==> config.mk <==
export PLATFORM = sky130hd
export DESIGN_NAME = alu_mw_seq_flat
export DESIGN_NICKNAME = d
export VERILOG_FILES = /design/src/rtl/alu_pkg.sv /design/src/rtl/alu_mw_seq_if.sv /design/src/rtl/alu_mw_seq.sv /design/src/flat_wrapper.sv
export SDC_FILE = /design/constraint.sdc
export NUM_CORES = 1
export LEC_CHECK = 0
export ABC_AREA = 1
export ABC_CLOCK_PERIOD_IN_PS = 2920
export BUFFER_PORTS_ARGS = -buffer_cell sky130_fd_sc_hd__buf_2
export CORE_MARGIN = 2
export CORE_UTILIZATION = 30
export DETAILED_ROUTE_END_ITERATION = 8
export GPL_ROUTABILITY_DRIVEN = 0
export SKIP_CTS_REPAIR_TIMING = 1
export SLEW_MARGIN = 20
export SYNTH_ARGS = -nofsm -noshare
export SYNTH_HDL_FRONTEND = slang
export SYNTH_SLANG_ARGS = --single-unit
==> constraint.sdc <==
create_clock -name clk -period 2.92 [get_ports clk]
set_input_delay 0.438 -clock clk [delete_from_list [all_inputs] [get_ports clk]]
set_output_delay 0.438 -clock clk [all_outputs]
set_load 0.01 [all_outputs]
==> src/rtl/alu_pkg.sv <==
// Shared single-word ALU types plus the multi-word sequencer state and command helpers.
package alu_pkg;

  typedef logic [15:0] AluVal;

  typedef enum logic [2:0] {ADD, SUB, AND, OR, XOR, XNOR, COMP, RSHFT} AluCmd;

  typedef struct packed {
    AluCmd cmd;
    logic  b_inv;
    logic  carry_in;
    logic  carry_disable;
  } AluCtrl;

  typedef struct packed {
    AluVal  d1;
    AluVal  d2;
    AluCtrl ctrl;
  } AluArgs;

  typedef struct packed {
    AluVal res;
    logic  carry_out;
  } AluRet;

  typedef enum logic [1:0] {IDLE, RUN, DONE} AluMwState;

  function automatic logic is_logic_cmd(AluCmd c);
    return (c == AND) || (c == OR) || (c == XOR) || (c == XNOR);
  endfunction

  // Right shift pulls bits down from the upper word, so it must walk MSW first.
  function automatic logic is_msw_first(AluCmd c);
    return c == RSHFT;
  endfunction

endpackage

==> src/rtl/alu_mw_seq_if.sv <==
// Request/response bundle between the datapath controller and the multi-word ALU sequencer.
interface alu_mw_seq_if #(parameter int WORDS = 4);
  import alu_pkg::*;
  localparam int W = $bits(AluVal);

  logic                 req_valid;
  logic                 req_ready;
  AluCmd                req_cmd;
  logic                 req_b_inv;
  logic                 req_carry_in;
  logic [WORDS*W-1:0]   req_a;
  logic [WORDS*W-1:0]   req_b;
  logic                 resp_valid;
  logic                 resp_ready;
  logic [WORDS*W-1:0]   resp_res;
  logic                 resp_carry_out;
  logic                 resp_zero;
  logic                 resp_all_ones;

  modport master (
    output req_valid, req_cmd, req_b_inv, req_carry_in, req_a, req_b, resp_ready,
    input  req_ready, resp_valid, resp_res, resp_carry_out, resp_zero, resp_all_ones
  );

  modport slave (
    input  req_valid, req_cmd, req_b_inv, req_carry_in, req_a, req_b, resp_ready,
    output req_ready, resp_valid, resp_res, resp_carry_out, resp_zero, resp_all_ones
  );
endinterface

==> src/rtl/alu_mw_seq.sv <==
// Multi-word ALU sequencer: feeds one word per cycle to the external ALU, chains the carry,
// assembles the wide result and reports zero / all-ones flags.
module alu_mw_seq
  import alu_pkg::*;
#(
  parameter int WORDS = 4
) (
  input  logic              clk,
  input  logic              rst_n,
  alu_mw_seq_if.slave       bus,
  output AluArgs            alu_args,
  input  AluRet             alu_ret
);
  localparam int W  = $bits(AluVal);
  localparam int IW = $clog2(WORDS);

  typedef logic [WORDS-1:0][W-1:0] wide_t;

  AluMwState       state, state_n;
  AluCmd           cmd_q;
  logic            b_inv_q;
  logic            carry_q;
  wide_t           a_q, b_q, res_q;
  logic [IW-1:0]   idx;
  logic            fire, last, msw;

  assign msw  = is_msw_first(cmd_q);
  assign last = msw ? (idx == '0) : (idx == IW'(WORDS-1));
  assign fire = bus.req_valid && bus.req_ready;

  always_ff @(posedge clk) begin
    if (!rst_n) state <= IDLE;
    else        state <= state_n;
  end

  always_comb begin
    state_n       = state;
    bus.req_ready = 1'b0;
    case (state)
      IDLE: begin
        bus.req_ready = 1'b1;
        if (bus.req_valid) state_n = RUN;
      end
      RUN:     if (last) state_n = DONE;
      DONE:    if (bus.resp_ready) state_n = IDLE;
      default: state_n = IDLE;
    endcase
  end

  always_ff @(posedge clk) begin
    if (!rst_n) begin
      cmd_q   <= ADD;
      b_inv_q <= 1'b0;
      carry_q <= 1'b0;
      a_q     <= '0;
      b_q     <= '0;
      res_q   <= '0;
      idx     <= '0;
    end else if (fire) begin
      cmd_q   <= bus.req_cmd;
      b_inv_q <= bus.req_b_inv;
      carry_q <= bus.req_carry_in;
      a_q     <= bus.req_a;
      b_q     <= bus.req_b;
      idx     <= is_msw_first(bus.req_cmd) ? IW'(WORDS-1) : '0;
    end else if (state == RUN) begin
      res_q[idx] <= alu_ret.res;
      // Shift carry is the bit falling out of the word just processed; the ALU's is unused.
      carry_q    <= msw ? b_q[idx][0] : alu_ret.carry_out;
      if (!last) idx <= msw ? idx - 1'b1 : idx + 1'b1;
    end
  end

  always_comb begin
    alu_args = '0;
    if (state == RUN) begin
      alu_args.d1                 = a_q[idx];
      alu_args.d2                 = b_q[idx];
      alu_args.ctrl.cmd           = cmd_q;
      alu_args.ctrl.b_inv         = b_inv_q;
      alu_args.ctrl.carry_in      = carry_q;
      alu_args.ctrl.carry_disable = is_logic_cmd(cmd_q);
    end
  end

  assign bus.resp_valid     = (state == DONE);
  assign bus.resp_res       = res_q;
  assign bus.resp_carry_out = (state == DONE) && carry_q;
  assign bus.resp_zero      = (state == DONE) && (res_q == '0);
  assign bus.resp_all_ones  = (state == DONE) && (&res_q);
endmodule

==> src/flat_wrapper.sv <==
// flat-port wrapper written by rule: the top's interface ports become plain ports
module alu_mw_seq_flat import alu_pkg::*;
#(
  parameter int WORDS = 4
)
  (clk, rst_n, alu_args, alu_ret, bus_req_valid, bus_req_cmd, bus_req_b_inv, bus_req_carry_in, bus_req_a, bus_req_b, bus_resp_ready, bus_req_ready, bus_resp_valid, bus_resp_res, bus_resp_carry_out, bus_resp_zero, bus_resp_all_ones);
  alu_mw_seq_if #(.WORDS(WORDS)) bus_i ();
  input  logic clk;
  input  logic rst_n;
  output AluArgs alu_args;
  input  AluRet alu_ret;
  input wire logic [$bits(bus_i.req_valid)-1:0] bus_req_valid;
  input wire logic [$bits(bus_i.req_cmd)-1:0] bus_req_cmd;
  input wire logic [$bits(bus_i.req_b_inv)-1:0] bus_req_b_inv;
  input wire logic [$bits(bus_i.req_carry_in)-1:0] bus_req_carry_in;
  input wire logic [$bits(bus_i.req_a)-1:0] bus_req_a;
  input wire logic [$bits(bus_i.req_b)-1:0] bus_req_b;
  input wire logic [$bits(bus_i.resp_ready)-1:0] bus_resp_ready;
  output wire logic [$bits(bus_i.req_ready)-1:0] bus_req_ready;
  output wire logic [$bits(bus_i.resp_valid)-1:0] bus_resp_valid;
  output wire logic [$bits(bus_i.resp_res)-1:0] bus_resp_res;
  output wire logic [$bits(bus_i.resp_carry_out)-1:0] bus_resp_carry_out;
  output wire logic [$bits(bus_i.resp_zero)-1:0] bus_resp_zero;
  output wire logic [$bits(bus_i.resp_all_ones)-1:0] bus_resp_all_ones;
  assign bus_i.req_valid = bus_req_valid;
  assign bus_i.req_cmd = bus_req_cmd;
  assign bus_i.req_b_inv = bus_req_b_inv;
  assign bus_i.req_carry_in = bus_req_carry_in;
  assign bus_i.req_a = bus_req_a;
  assign bus_i.req_b = bus_req_b;
  assign bus_i.resp_ready = bus_resp_ready;
  assign bus_req_ready = bus_i.req_ready;
  assign bus_resp_valid = bus_i.resp_valid;
  assign bus_resp_res = bus_i.resp_res;
  assign bus_resp_carry_out = bus_i.resp_carry_out;
  assign bus_resp_zero = bus_i.resp_zero;
  assign bus_resp_all_ones = bus_i.resp_all_ones;
  alu_mw_seq #(.WORDS(WORDS)) u_core (.clk(clk), .rst_n(rst_n), .bus(bus_i), .alu_args(alu_args), .alu_ret(alu_ret));
endmodule
==> metrics.md <==
| Metric | Value |
|---|---|
| Max clock buf depth | `3` |
| Via count of the first global-routing pass | `7869` |
| Overall power after layout | `7.82 mW` |
| Horizontal die dimension | `171 um` |
| Wire length of the first global-routing pass | `43.1 mm` |
| Final number of max-transition violations | `0` |
| Average wire length per cell after detail routing | `about 16 um` |
| H-Tree Depth | `1` |
| Total gr overflow | `0` |
| Power per standard cell area | `728 mW/mm^2` |
| Ranking of synthesized cells by area | `sky130_fd_sc_hd__dfxtp_1 48%, sky130_fd_sc_hd__nor2_1 19%, sky130_fd_sc_hd__o21ai_0 11%` |
| Number of standard-cell rows in the floorplan | `61` |
| Setup TNS | `0 ns` |
| Most common flop cell mapped by yosys | `sky130_fd_sc_hd__dfxtp_1` |
| Smallest hold slack | `0.165 ns` |
| Core outline area | `0.0277 mm^2` |
| Xor/xnor share of the synthesized area | `0%` |
| Number of failing hold endpoints at the final stage | `0` |
| Leak Pwr | `4.75 nW` |
| Cell at the root of the clock tree | `sky130_fd_sc_hd__clkbuf_16` |
| DP Wirelength | `about 20 mm` |
| Multiplexer fraction of the synthesized cell area | `0%` |
| Fraction of synthesized cell area taken by the top area cell type | `between 40% and 50%` |
| Total routed wirelength | `around 29 mm` |
| Post-route DRC violation count | `0` |
| Adder-Cell Fraction of Synth Area | `0%` |
| Net Sw Frac | `29.9%` |
| Detailed-routing iteration count for the pre-antenna-repair pass | `6` |
| Simple logic cell fraction of the synthesized area | `27.4%` |
| Count of fill cells added during filler insertion | `2981` |
| Worst-path maximum fanout | `17` |
| Gate count of the mapped netlist | `roughly 1200` |
| Most frequent cells after synthesis | `431 x sky130_fd_sc_hd__nor2_1, 201 x sky130_fd_sc_hd__dfxtp_1, 178 x sky130_fd_sc_hd__o21ai_0` |
| Number of violations reported at the end of detailed-routing iteration 0 | `between 600 and 700` |
| Kind of start point of the critical path | `flip-flop` |
| Count of vias placed by the detailed router | `8503` |
| Cell-internal power | `about 5.5 mW` |
| Post-synth net total | `1332` |
| Combinational family with the most area after synthesis | `simple AND/OR/NAND/NOR gates` |
| Share of synthesized registers carrying an async set or reset | `0%` |
| Worst path arrival time | `2.22 ns` |
| Min-delay worst type | `input pin to flip-flop` |
| DIE AREA | `0.0294 mm^2` |
| Highest clock rate | `377 MHz` |
| Number of unique standard cell types used by synthesis | `26` |
| Port Buf Inserts | `260` |
| Sequential share of the synthesized area | `between 40% and 50%` |
| Critical path data required time | `2.48 ns` |
| Ys Warns | `0` |
| Total global routing track utilization | `18.8%` |
| Cell accounting for the most synthesized area | `sky130_fd_sc_hd__dfxtp_1` |
| Via-per-instance ratio | `4.73` |
| Share of power burned in the clock network | `39.4%` |
| Number of enable flip-flop cells after synthesis | `0` |
| Die span in y | `171 um` |
| Netlist area before placement | `0.00840 mm^2` |
| Number of max-cap violations | `0` |
| Count of clock tree sinks | `between 200 and 250` |
| Clock insertion delay at the later pin of the skew report | `slightly above 0.5 ns` |
| Outcome | `complete, no violations` |
| Unrepaired setup endpoints after global routing | `no` |
| Fin crit period | `between 2 and 3 ns` |
| Worst vdd ir | `0.000369 V` |
| Post-synthesis sequential element count | `201` |
| Compound-cell area share of the yosys netlist | `18.2%` |
| Library cell with the highest instance count after synthesis | `sky130_fd_sc_hd__nor2_1` |
| Effective utilization at floorplan | `a little under a third` |
| Fraction of power consumed by combinational cells | `between 10% and 20%` |
| Skew final | `0.00917 ns` |
| Number of nets at the end of the flow | `1553` |
| Utilization of the core after routing | `between 30% and 40%` |
| Kind of capture point of the worst setup path | `primary output` |
| Share of cells above drive strength 1 | `23.4%` |
| Clock buffer count from CTS | `24` |
| Pin count of the biggest net entering global routing | `146` |
| Worst Tran Pin Value | `approximately 0.74 ns` |
| Count of final setup violators | `0` |
| Tcrit/Tclk final | `90.9%` |
| Switching power total | `2.34 mW` |
| Flop pwr share | `41.4%` |
| TritonCTS clock tree | `done` |
| Slew HR | `50.6%` |
| Post-synthesis to final-layout area growth | `27.9%` |
| Average size of a mapped cell | `7.13 um^2` |
| Kind of critical path | `flip-flop to primary output` |
| Number of primary I/O pins | `261` |
| Initial antenna violation count | `4` |
| Clock-pin slew of the registers on the worst-case setup and hold paths | `roughly 0.06 ns` |
| Final ANT Viol Nets | `0` |
## per-stage QoR
stage	area, um^2	setup slack, ns	cells
floorplan	8400	1.26	1178
global placement	9900	0.812	1751
detailed placement	9900	0.760	1751
CTS	10700	0.206	1795
global route	10700	0.0551	1798
finish	10700	0.265	1799
## metal layers
metal,global-route usage [%],wire length [um],up-vias
met1,24.1,12800,3867
met2,30.7,12900,292
li1,-,-,4294
met4,6.26,831,2
met5,0,13,-
met3,4.67,2170,48
## sequential cells by signal, indices dropped and copies added (netlist names)
name and cells:
u_core.carry_q 1, u_core.a_q 64, u_core.state 2, u_core.b_q 64, u_core.bus.resp_res 64, u_core.cmd_q 3
u_core.idx 2, u_core.b_inv_q 1
## area by class of cell
type                    count  area [um^2]  area share, %
flip-flops and latches    201         4020           37.5
inverters                  31          119           1.11
multi-input cells         869         3840           35.7
well taps                 378          473           4.40
repair buffers            272         1440           13.4
clock inverters             9          101          0.944
clock buffers              35          733           6.83
diodes                      4         10.0         0.0932
## logic make-up after synthesis
kind of cell,after synthesis
AOI/OAI and AO/OA,280
buffers and inverters,108
DFF,201
and+or+nand+nor,589
## worst paths after layout
kind / slack [ns] / start / cells past startpoint / endpoint
worst max-delay path: 0.26 / u_core.idx[1]$_SDFFE_PN0P_ / 7 / alu_args[26]
worst min-delay path: 0.17 / bus_req_b[35] / 3 / u_core.b_q[35]$_SDFFE_PN0P_
worst max register to register: 0.91 / u_core.idx[0]$_SDFFE_PN0P_ / 6 / u_core.bus.resp_res[58]$_SDFFE_PN0P_
worst min register to register: 0.45 / u_core.b_inv_q$_SDFFE_PN0P_ / 2 / u_core.b_inv_q$_SDFFE_PN0P_
## placed cells by master (no fill, tap or decap), drive strengths merged, types with 7 or more instances in the layout
master  instances
nor2          436
a31oi          31
clkinv          7
a22oi          31
inv            30
o21ai         199
dfxtp         201
nand2         127
nand3          17
clkbuf         35
buf           272
a21oi          16
## power by group through the flow
stage          sequential, mW  clock [mW]  combinational [mW]
2_1_floorplan            3.28           0               0.979
6_report                 3.24        3.08                1.50
5_1_grt                  3.28        3.28                1.69
3_5_place_dp             3.30           0                1.51
4_1_cts                  3.24        3.16                1.51
3_3_place_gp             3.29           0                1.49
## critical path, cell delays in order, from the launching register on
cell and delay [ns]:
sky130_fd_sc_hd__dfxtp_1 0.40, sky130_fd_sc_hd__inv_1 0.10, sky130_fd_sc_hd__nand2_1 0.17, sky130_fd_sc_hd__inv_1 0.15
sky130_fd_sc_hd__buf_4 0.23, sky130_fd_sc_hd__a22oi_1 0.34, sky130_fd_sc_hd__a31oi_1 0.13, sky130_fd_sc_hd__buf_2 0.17
No activity file was read; power rests on OpenSTA's default activity.
